`config.mk`:
```
export PLATFORM = sky130hd
export DESIGN_NAME = plic_gateway
export DESIGN_NICKNAME = d
export VERILOG_FILES = /design/src/rtl/plic_gateway.sv
export SDC_FILE = /design/constraint.sdc
export NUM_CORES = 1
export LEC_CHECK = 0
export CORE_MARGIN = 2
export CORE_UTILIZATION = 51
export DETAILED_ROUTE_END_ITERATION = 8
export MAX_ROUTING_LAYER = met4
export PLACE_DENSITY_LB_ADDON = 0.08
export SETUP_SLACK_MARGIN = 0.4
export SLEW_MARGIN = 0
export SYNTH_ARGS = -nofsm -noshare
export SYNTH_HDL_FRONTEND = slang
export SYNTH_SLANG_ARGS = --single-unit
```
`constraint.sdc`:
```
create_clock -name clk_i -period 9.4 [get_ports clk_i]
set_clock_uncertainty 0.05 [all_clocks]
set_input_delay 1.41 -clock clk_i [delete_from_list [all_inputs] [get_ports clk_i]]
set_output_delay 1.41 -clock clk_i [all_outputs]
set_load 0.02 [all_outputs]
```
`src/rtl/plic_gateway.sv`:
```
// ---------------------------------------------------------------------------------------------
// plic_gateway
//
// Interrupt gateway in front of a PLIC core. Each raw request line is synchronised, turned into
// a per-source request (level or rising edge), and tracked by a small IDLE/PEND/BUSY state
// machine driven by the core's claim and complete strobes.
//
// Build option:
//   PLIC_GW_EDGE_CNT_EN  When defined, every source gets a 4-bit saturating counter that
//                        remembers edge requests arriving while the source is PEND or BUSY and
//                        replays them (BUSY -> PEND) on completion. When undefined those edges
//                        are dropped.
//
// Parameters:
//   IRQ_NUM   number of sources (2..32); source 0 is reserved and never pends
//   IRQ_WID   width of the claim/complete IDs, 2**IRQ_WID >= IRQ_NUM
//
// Ports:
//   clk_i        clock, all state updates on the rising edge
//   rst_i        asynchronous active-high reset
//   irq_i        raw asynchronous interrupt request lines
//   trig_i       per-source trigger type: 1 = rising edge, 0 = high level
//   claim_vld_i  claim strobe from the core, with claim_id_i
//   comp_vld_i   complete strobe from the core, with comp_id_i
//   ip_o         pending vector (source is in PEND)
//   busy_o       in-service vector (source is in BUSY)
// ---------------------------------------------------------------------------------------------
module plic_gateway #(
    parameter int unsigned IRQ_NUM = 32,
    parameter int unsigned IRQ_WID = 5
) (
    input  logic               clk_i,
    input  logic               rst_i,
    input  logic [IRQ_NUM-1:0] irq_i,
    input  logic [IRQ_NUM-1:0] trig_i,
    input  logic               claim_vld_i,
    input  logic [IRQ_WID-1:0] claim_id_i,
    input  logic               comp_vld_i,
    input  logic [IRQ_WID-1:0] comp_id_i,
    output logic [IRQ_NUM-1:0] ip_o,
    output logic [IRQ_NUM-1:0] busy_o
);

    typedef enum logic [1:0] {
        StIdle,
        StPend,
        StBusy
    } gw_state_e;

    // Two-flop synchroniser plus one history flop for edge detection.
    logic [IRQ_NUM-1:0] sync1_q;
    logic [IRQ_NUM-1:0] sync2_q;
    logic [IRQ_NUM-1:0] hist_q;

    logic [IRQ_NUM-1:0] req;
    logic [IRQ_NUM-1:0] claim_hit;
    logic [IRQ_NUM-1:0] comp_hit;

    gw_state_e          state_q [IRQ_NUM];
    gw_state_e          state_d [IRQ_NUM];
    logic [IRQ_NUM-1:0] ip_q;
    logic [IRQ_NUM-1:0] busy_q;

`ifdef PLIC_GW_EDGE_CNT_EN
    logic [3:0] cnt_q [IRQ_NUM];
    logic [3:0] cnt_d [IRQ_NUM];
`endif

    // Request and ID decode. IDs >= IRQ_NUM never match any index; ID 0 matches only the
    // reserved source, whose state is pinned to idle below.
    always_comb begin
        req       = '0;
        claim_hit = '0;
        comp_hit  = '0;
        for (int i = 0; i < int'(IRQ_NUM); i++) begin
            req[i]       = trig_i[i] ? (sync2_q[i] & ~hist_q[i]) : sync2_q[i];
            claim_hit[i] = claim_vld_i && (claim_id_i == IRQ_WID'(i));
            comp_hit[i]  = comp_vld_i && (comp_id_i == IRQ_WID'(i));
        end
    end

    // Next-state logic. Claim is only honoured in PEND and complete only in BUSY, so a
    // same-ID claim+complete in one cycle resolves naturally against the current state.
    always_comb begin
        logic edge_req;
        edge_req = 1'b0;
        for (int i = 0; i < int'(IRQ_NUM); i++) begin
            state_d[i] = state_q[i];
            edge_req   = trig_i[i] & req[i];
`ifdef PLIC_GW_EDGE_CNT_EN
            cnt_d[i] = cnt_q[i];
`endif
            case (state_q[i])
                StIdle: begin
                    if (req[i]) begin
                        state_d[i] = StPend;
                    end
                end
                StPend: begin
                    if (claim_hit[i]) begin
                        state_d[i] = StBusy;
                    end
`ifdef PLIC_GW_EDGE_CNT_EN
                    if (edge_req && (cnt_q[i] != 4'd15)) begin
                        cnt_d[i] = cnt_q[i] + 4'd1;
                    end
`endif
                end
                StBusy: begin
`ifdef PLIC_GW_EDGE_CNT_EN
                    if (comp_hit[i]) begin
                        if ((cnt_q[i] != 4'd0) || edge_req) begin
                            // Replay one stored edge; a same-cycle edge cancels the decrement.
                            state_d[i] = StPend;
                            cnt_d[i]   = edge_req ? cnt_q[i] : (cnt_q[i] - 4'd1);
                        end else begin
                            state_d[i] = StIdle;
                        end
                    end else if (edge_req && (cnt_q[i] != 4'd15)) begin
                        cnt_d[i] = cnt_q[i] + 4'd1;
                    end
`else
                    if (comp_hit[i]) begin
                        state_d[i] = StIdle;
                    end
`endif
                end
                default: state_d[i] = StIdle;
            endcase
            if (i == 0) begin
                state_d[i] = StIdle;
`ifdef PLIC_GW_EDGE_CNT_EN
                cnt_d[i] = 4'd0;
`endif
            end
        end
    end

    // State, synchroniser and registered outputs.
    always_ff @(posedge clk_i or posedge rst_i) begin
        if (rst_i) begin
            sync1_q <= '0;
            sync2_q <= '0;
            hist_q  <= '0;
            ip_q    <= '0;
            busy_q  <= '0;
            for (int i = 0; i < int'(IRQ_NUM); i++) begin
                state_q[i] <= StIdle;
`ifdef PLIC_GW_EDGE_CNT_EN
                cnt_q[i] <= 4'd0;
`endif
            end
        end else begin
            sync1_q <= irq_i;
            sync2_q <= sync1_q;
            hist_q  <= sync2_q;
            for (int i = 0; i < int'(IRQ_NUM); i++) begin
                state_q[i] <= state_d[i];
                ip_q[i]    <= (state_d[i] == StPend);
                busy_q[i]  <= (state_d[i] == StBusy);
`ifdef PLIC_GW_EDGE_CNT_EN
                cnt_q[i] <= cnt_d[i];
`endif
            end
        end
    end

    assign ip_o   = ip_q;
    assign busy_o = busy_q;

endmodule

```
==> results.cfg, run 1 <==
[clock_network]
cts.clk_slew.worst_paths_ns = 0.06
cts_tree = yes
cts_setup_buffers = 0
clock_sinks = 217
numCtsBuffers = 23
clock-root-buffer = clkbuf_16
insertion_delay_ns = 0.49
htreeDepth = 1
holdBufCountCts = 0
postCtsResizedCells = 0
clockBufferDepth = 3

[setup_path]
rr_worst_depth = 3
end_kind = asynchronous set/reset pin
cp_data_arrival_time_ns = 3.61
critPathKind = input pin to asynchronous set/reset pin
critical_path.max_fanout = 129
startpoint_type = input pin
worstReg2RegStart = hist_q[30]$_DFF_PP0_
cp-startpoint = rst_i
worst-endpoint-required_ns = 9.80

[route]
routedWlPerCell_um = 18.72
drt_wl_total_mm = 16.33
drtIter0Drc = 308
via_per_inst = 5.703
num_vias = 4973
dr.pass1.iters = 5
ant_nets = 0
drc = 0

[logic_synthesis]
ys_ff_latch = 217
seq_area_frac_synth_pct = 72.61
ys_top_cells_by_area = dfrtp_1 73%, a311oi_1 6.7%, o21ai_0 5.5%
yosys.cell_types.count = 34
synth.yosys.warnings = 0
synth_top_area_share_pct = 72.61
synth_area_per_cell_um2 = 14.00
yosysTopAreaCell = dfrtp_1
synthCells = 534
syn_area_um2 = 7478

[sta]
rsz0062_at_grt = false
worst_slew_pin_slew_ns = 1.114
worst_slack_ns = 6.191
setup_viol = 0
fmax_mhz = 311.6
final.setup.tns_ns = 0
fin_crit_ns = 3.209
relSlewSlack_pct = 25.42
hold_viol_final = 0
slew_viol_final = 0
fin_crit_sh_pct = 34.14

[cells_and_area]
fin_nets = 752
diodes = 0
syn_to_final_growth_pct = 29.53
drive_gt1_share_pct = 7.413

[floorplanning]
ios = 142
die_w_um = 125.1
dieHeight_um = 125.1
die_area_um2 = 15650
fp.coreArea_um2 = 14420
start_util_pct = 51.85
rows = 44

[global_routing]
antenna_found_initial = 0
first_global_vias = 5182
grt-busiest-layer = met2
grtUsageTotal_pct = 21.55
overflow = 0
grt_util_met2_pct = 33.95
grt_max_degree = 130
use_met1_pct = 28.55
grt_pass1_wl_mm = 26.17
met3_usage_pct = 3.808

[min_path]
min_path_type = register to register
hold_start = sync1_q[3]$_DFF_PP0_
hold_depth = 0

[run_status]
outcome = completed

[pwr]
p_leak_nw = 3.889
ir_worst_vdd_v = 0.0001412
p_per_area_nw_per_um2 = 210.5

[placed_design]
portBuffers = 137
gp_congestion = 0.8156
dp_slack_ns = 5.601
dp_hpwl_mm = 10.64

[run]
maxCapViolations = 0
==> flip-flops by register name, summed over array words and instances (netlist names) <==
register,count
state_q,62
sync1_q,31
sync2_q,31
hist_q,31
ip_o,31
busy_o,31
==> area by class of cell <==
type | instances | area (um^2)
flip-flops and latches | 217 | 5430
fillers | 1046 | 4737
multi-input cells | 290 | 1886
repair buffers | 139 | 1386
clock buffers | 31 | 665.6
well taps | 184 | 230.2
clock inverters | 8 | 70.07
inverters | 3 | 18.77
==> layout by cell type (no fill, tap or decap), types with 4 or more instances in the layout <==
cell type | netlist | layout
nand4bb_1 | 4 | 4
nor2_1 | 5 | 5
o31ai_1 | 7 | 7
clkbuf_8 | 0 | 6
nor2b_1 | 10 | 9
clkdlybuf4s50_1 | 0 | 137
a311oi_1 | 57 | 57
a21oi_1 | 29 | 29
dfrtp_1 | 217 | 217
clkbuf_16 | 0 | 23
nand3_1 | 7 | 7
o21ai_0 | 82 | 82
clkinv_2 | 0 | 5
a32o_1 | 4 | 4
nand2_1 | 33 | 33
nand2b_1 | 5 | 5
nand4b_1 | 24 | 24
==> worst max-delay path, stage by stage <==
cell and delay [ns]:
clkdlybuf4s50_1 0.49, inv_8 0.58, buf_4 0.93
==> synthesized netlist by cell type <==
cell	count
a21oi_1	29
a311oi_1	57
a311oi_2	1
a32o_1	4
and2_1	1
and2b_1	1
and4_2	1
and4b_1	1
and4b_2	2
and4bb_2	3
buf_2	12
buf_4	5
buf_6	4
clkbuf_1	4
conb_1	1
dfrtp_1	217
inv_1	3
nand2_1	33
nand2b_1	5
nand3_1	7
nand3_2	1
nand4_1	3
nand4b_1	24
nand4bb_1	4
nor2_1	5
nor2_2	1
nor2b_1	10
nor4b_4	1
o21ai_0	82
o21ai_1	2
o311ai_0	1
o311ai_1	1
o31ai_1	7
or2_1	1
==> worst paths after layout <==
path / slack, ns / to
max: 6.19 / sync1_q[13]$_DFF_PP0_
min: 0.29 / sync2_q[3]$_DFF_PP0_
max reg2reg: 8.38 / state_q[2]$_DFF_PP0_
min reg2reg: 0.29 / sync2_q[3]$_DFF_PP0_
max in group clk_i: 6.46 / busy_o[9]
min in group asynchronous: 1.41 / sync1_q[3]$_DFF_PP0_
==> layer usage <==
layer  vias up  wire length (um)
met3        39              1019
met1      2471              6857
met4         0               448
li1       2288                 -
met5         -                 0
met2       175              8003
==> power breakdown <==
part	switching (mW)	internal (mW)	total (mW)
clock network	0.351	0.521	0.872
logic	0.0856	0.0738	0.159
registers	0.0266	0.981	1.01
total	0.464	1.58	2.04
==> through the flow <==
step	cells	instance area [um^2]	hold WS, ns	power, mW	utilization [%]
after floorplan	535	7482	0.2812	1.102	-
after global placement	833	8951	0.2823	1.179	62.06
after detailed placement	833	8951	0.2847	1.185	62.06
after CTS	872	9687	0.2977	2.058	67.16
after global routing	872	9687	0.2993	2.119	67.16
final	872	9687	0.2925	2.039	67.16
==> cells by family after synthesis <==
kind of cell | count (synthesis) | synth area share [%]
AOI/OAI and AO/OA | 184 | 15.91
buffers and inverters | 28 | 2.259
DFF | 217 | 72.61
other | 1 | 0.05014
and+or+nand+nor | 104 | 9.169
Power figures use the tool's default switching activity.
==> run 2, diff against run 1 <==
==> constraint.sdc (replaced) <==
create_clock -name clk_i -period 3.1 [get_ports clk_i]
set_clock_uncertainty 0.05 [all_clocks]
set_input_delay 0.465 -clock clk_i [delete_from_list [all_inputs] [get_ports clk_i]]
set_output_delay 0.465 -clock clk_i [all_outputs]
set_load 0.02 [all_outputs]
==> run 2 against run 1 <==
Clock-buffer cell count increased by 7; clock power grew to 2.9 times the previous value; power rose to 3.0 times the previous value; worst setup slack got worse by 5.1 ns; combinational power rose to 3.1 times the previous value; hold slack better by 0.0038 ns; non-clock buffer count rose by 5; wire length down 0.55%; highest routed layer unchanged.
==> results.cfg, run 2 (synthesis gave the netlist of run 1 again) <==
[sta]
slew_viol_final = 0
rsz0062_at_grt = false
timing.hold.ws_ns = 0.2963
worst_slack_ns = 1.113
relSlewSlack_pct = 39.27
fin_crit_sh_pct = 64.11
worst_slew_pin_slew_ns = 0.9109
fmax_mhz = 503.2
fin_crit_ns = 1.987
hold_viol_final = 0
setup_viol = 0

[min_path]
holdPathEnd = sync2_q[27]$_DFF_PP0_
min_path_type = register to register
hold_depth = 0
hold_start = sync1_q[27]$_DFF_PP0_

[floorplanning]
ios = 142
rows = 44
die_w_um = 125.1
fp.coreArea_um2 = 14420
start_util_pct = 51.85
dieHeight_um = 125.1
die_area_um2 = 15650

[setup_path]
cp_num_buf_inv = 1
worstReg2RegStart = state_q[16]$_DFF_PP0_
r2r_end = ip_o[23]$_DFF_PP0_
max_stage_delay_ns = 0.61
startpoint_type = register
critPathTopFamily = buffers and inverters
critical_path.max_fanout = 1
critPathKind = register to output pin
path_cells = clkdlybuf4s50_1
worst-endpoint-required_ns = 2.58
crit_slowest_cell = clkdlybuf4s50_1
end_kind = output pin
cp_data_arrival_time_ns = 1.47
reg2reg_slack_ns = 2.11
rr_worst_depth = 2

[clock_network]
cts_setup_buffers = 0
cts_tree = yes
numCtsBuffers = 22
htreeDepth = 1
holdBufCountCts = 0
insertion_delay_ns = 0.50
postCtsResizedCells = 0
cts.clk_slew.worst_paths_ns = 0.06
clockBufferDepth = 3
clock_sinks = 217
clock-root-buffer = clkbuf_16

[cells_and_area]
largest_reg_flops = 62
layout_commonest_cell = dfrtp_1
syn_to_final_growth_pct = 30.05
top_register = state_q
diodes = 0
fin_nets = 756
mostFrequentLayoutCells = 217 x dfrtp_1, 137 x clkdlybuf4s50_1, 82 x o21ai_0
drive_gt1_share_pct = 7.071
fill_cells = 1065
final_cell_area_um2 = 9726

[route]
drc = 0
num_vias = 4983
ant_nets = 0
via_per_inst = 5.682
dr.pass1.iters = 5
drtIter0Drc = 352
routedWlPerCell_um = 18.52
drt_wl_total_mm = 16.24

[global_routing]
grt_pass1_wl_mm = 26.52
grt_max_degree = 64
overflow = 0
antenna_found_initial = 0
grtUsageTotal_pct = 21.75
first_global_vias = 5183

[placed_design]
portBuffers = 137
dp_hpwl_mm = 11.09
gp_congestion = 0.7598
place_area_um2 = 9022
dp_slack_ns = 0.7323

[pwr]
power_mw = 6.078
p_leak_nw = 3.902
ir_worst_vdd_v = 0.0004727
p_per_area_nw_per_um2 = 625.0

[run]
maxCapViolations = 0

[run_status]
outcome = completed
[run 2: cell count changes in the layout (fill, tap and decap cells not counted), sizes merged]
cell and delta:
buf +5, clkinv -5, clkbuf +7, bufinv -1, clkinvlp -1
[run 2: worst max-delay path by stage]
stage,slack (ns),cells past startpoint,to,from
3_5_place_dp,0.73,4,state_q[11]$_DFF_PP0_,comp_id_i[3]
4_1_cts,1.08,1,ip_o[13],ip_o[13]$_DFF_PP0_
2_1_floorplan,-0.24,1,busy_o[10]$_DFF_PP0_,rst_i
3_3_place_gp,0.76,4,busy_o[26]$_DFF_PP0_,comp_id_i[3]
5_1_grt,1.06,4,busy_o[30]$_DFF_PP0_,claim_id_i[2]
6_report,1.11,1,ip_o[13],ip_o[13]$_DFF_PP0_
[run 2: through the flow]
step                util (%)  cells  TNS, ns
finish                 67.43    877        0
global route           67.43    877        0
CTS                    67.43    877        0
detailed placement     62.55    838        0
global placement       62.55    838        0
floorplan                  -    535   -52.32
[run 2: final cells by class]
type | count | area (um^2) | area share (%)
Clock buffer | 38 | 691.9 | 7.114
Clock inverter | 1 | 11.26 | 0.1158
Inverter | 3 | 15.01 | 0.1544
Multi-Input combinational cell | 290 | 1886 | 19.39
Sequential cell | 217 | 5430 | 55.83
Tap cell | 184 | 230.2 | 2.367
Timing Repair Buffer | 144 | 1461 | 15.03
[run 2: metal layers]
metal / track usage (%) / up-vias / part of all wire (%)
met5: - / - / 0
met1: 28.42 / 2501 / 42
li1: - / 2299 / -
met3: 4.493 / 24 / 6.5
met2: 35.10 / 159 / 49
met4: 6.144 / 0 / 1.9
[run 2: where the power goes]
group / leakage [nW] / switching (mW) / internal (mW)
Combinational: 1.04 / 0.263 / 0.233
Clock: 0.343 / 1.02 / 1.51
Sequential: 2.52 / 0.0807 / 2.98
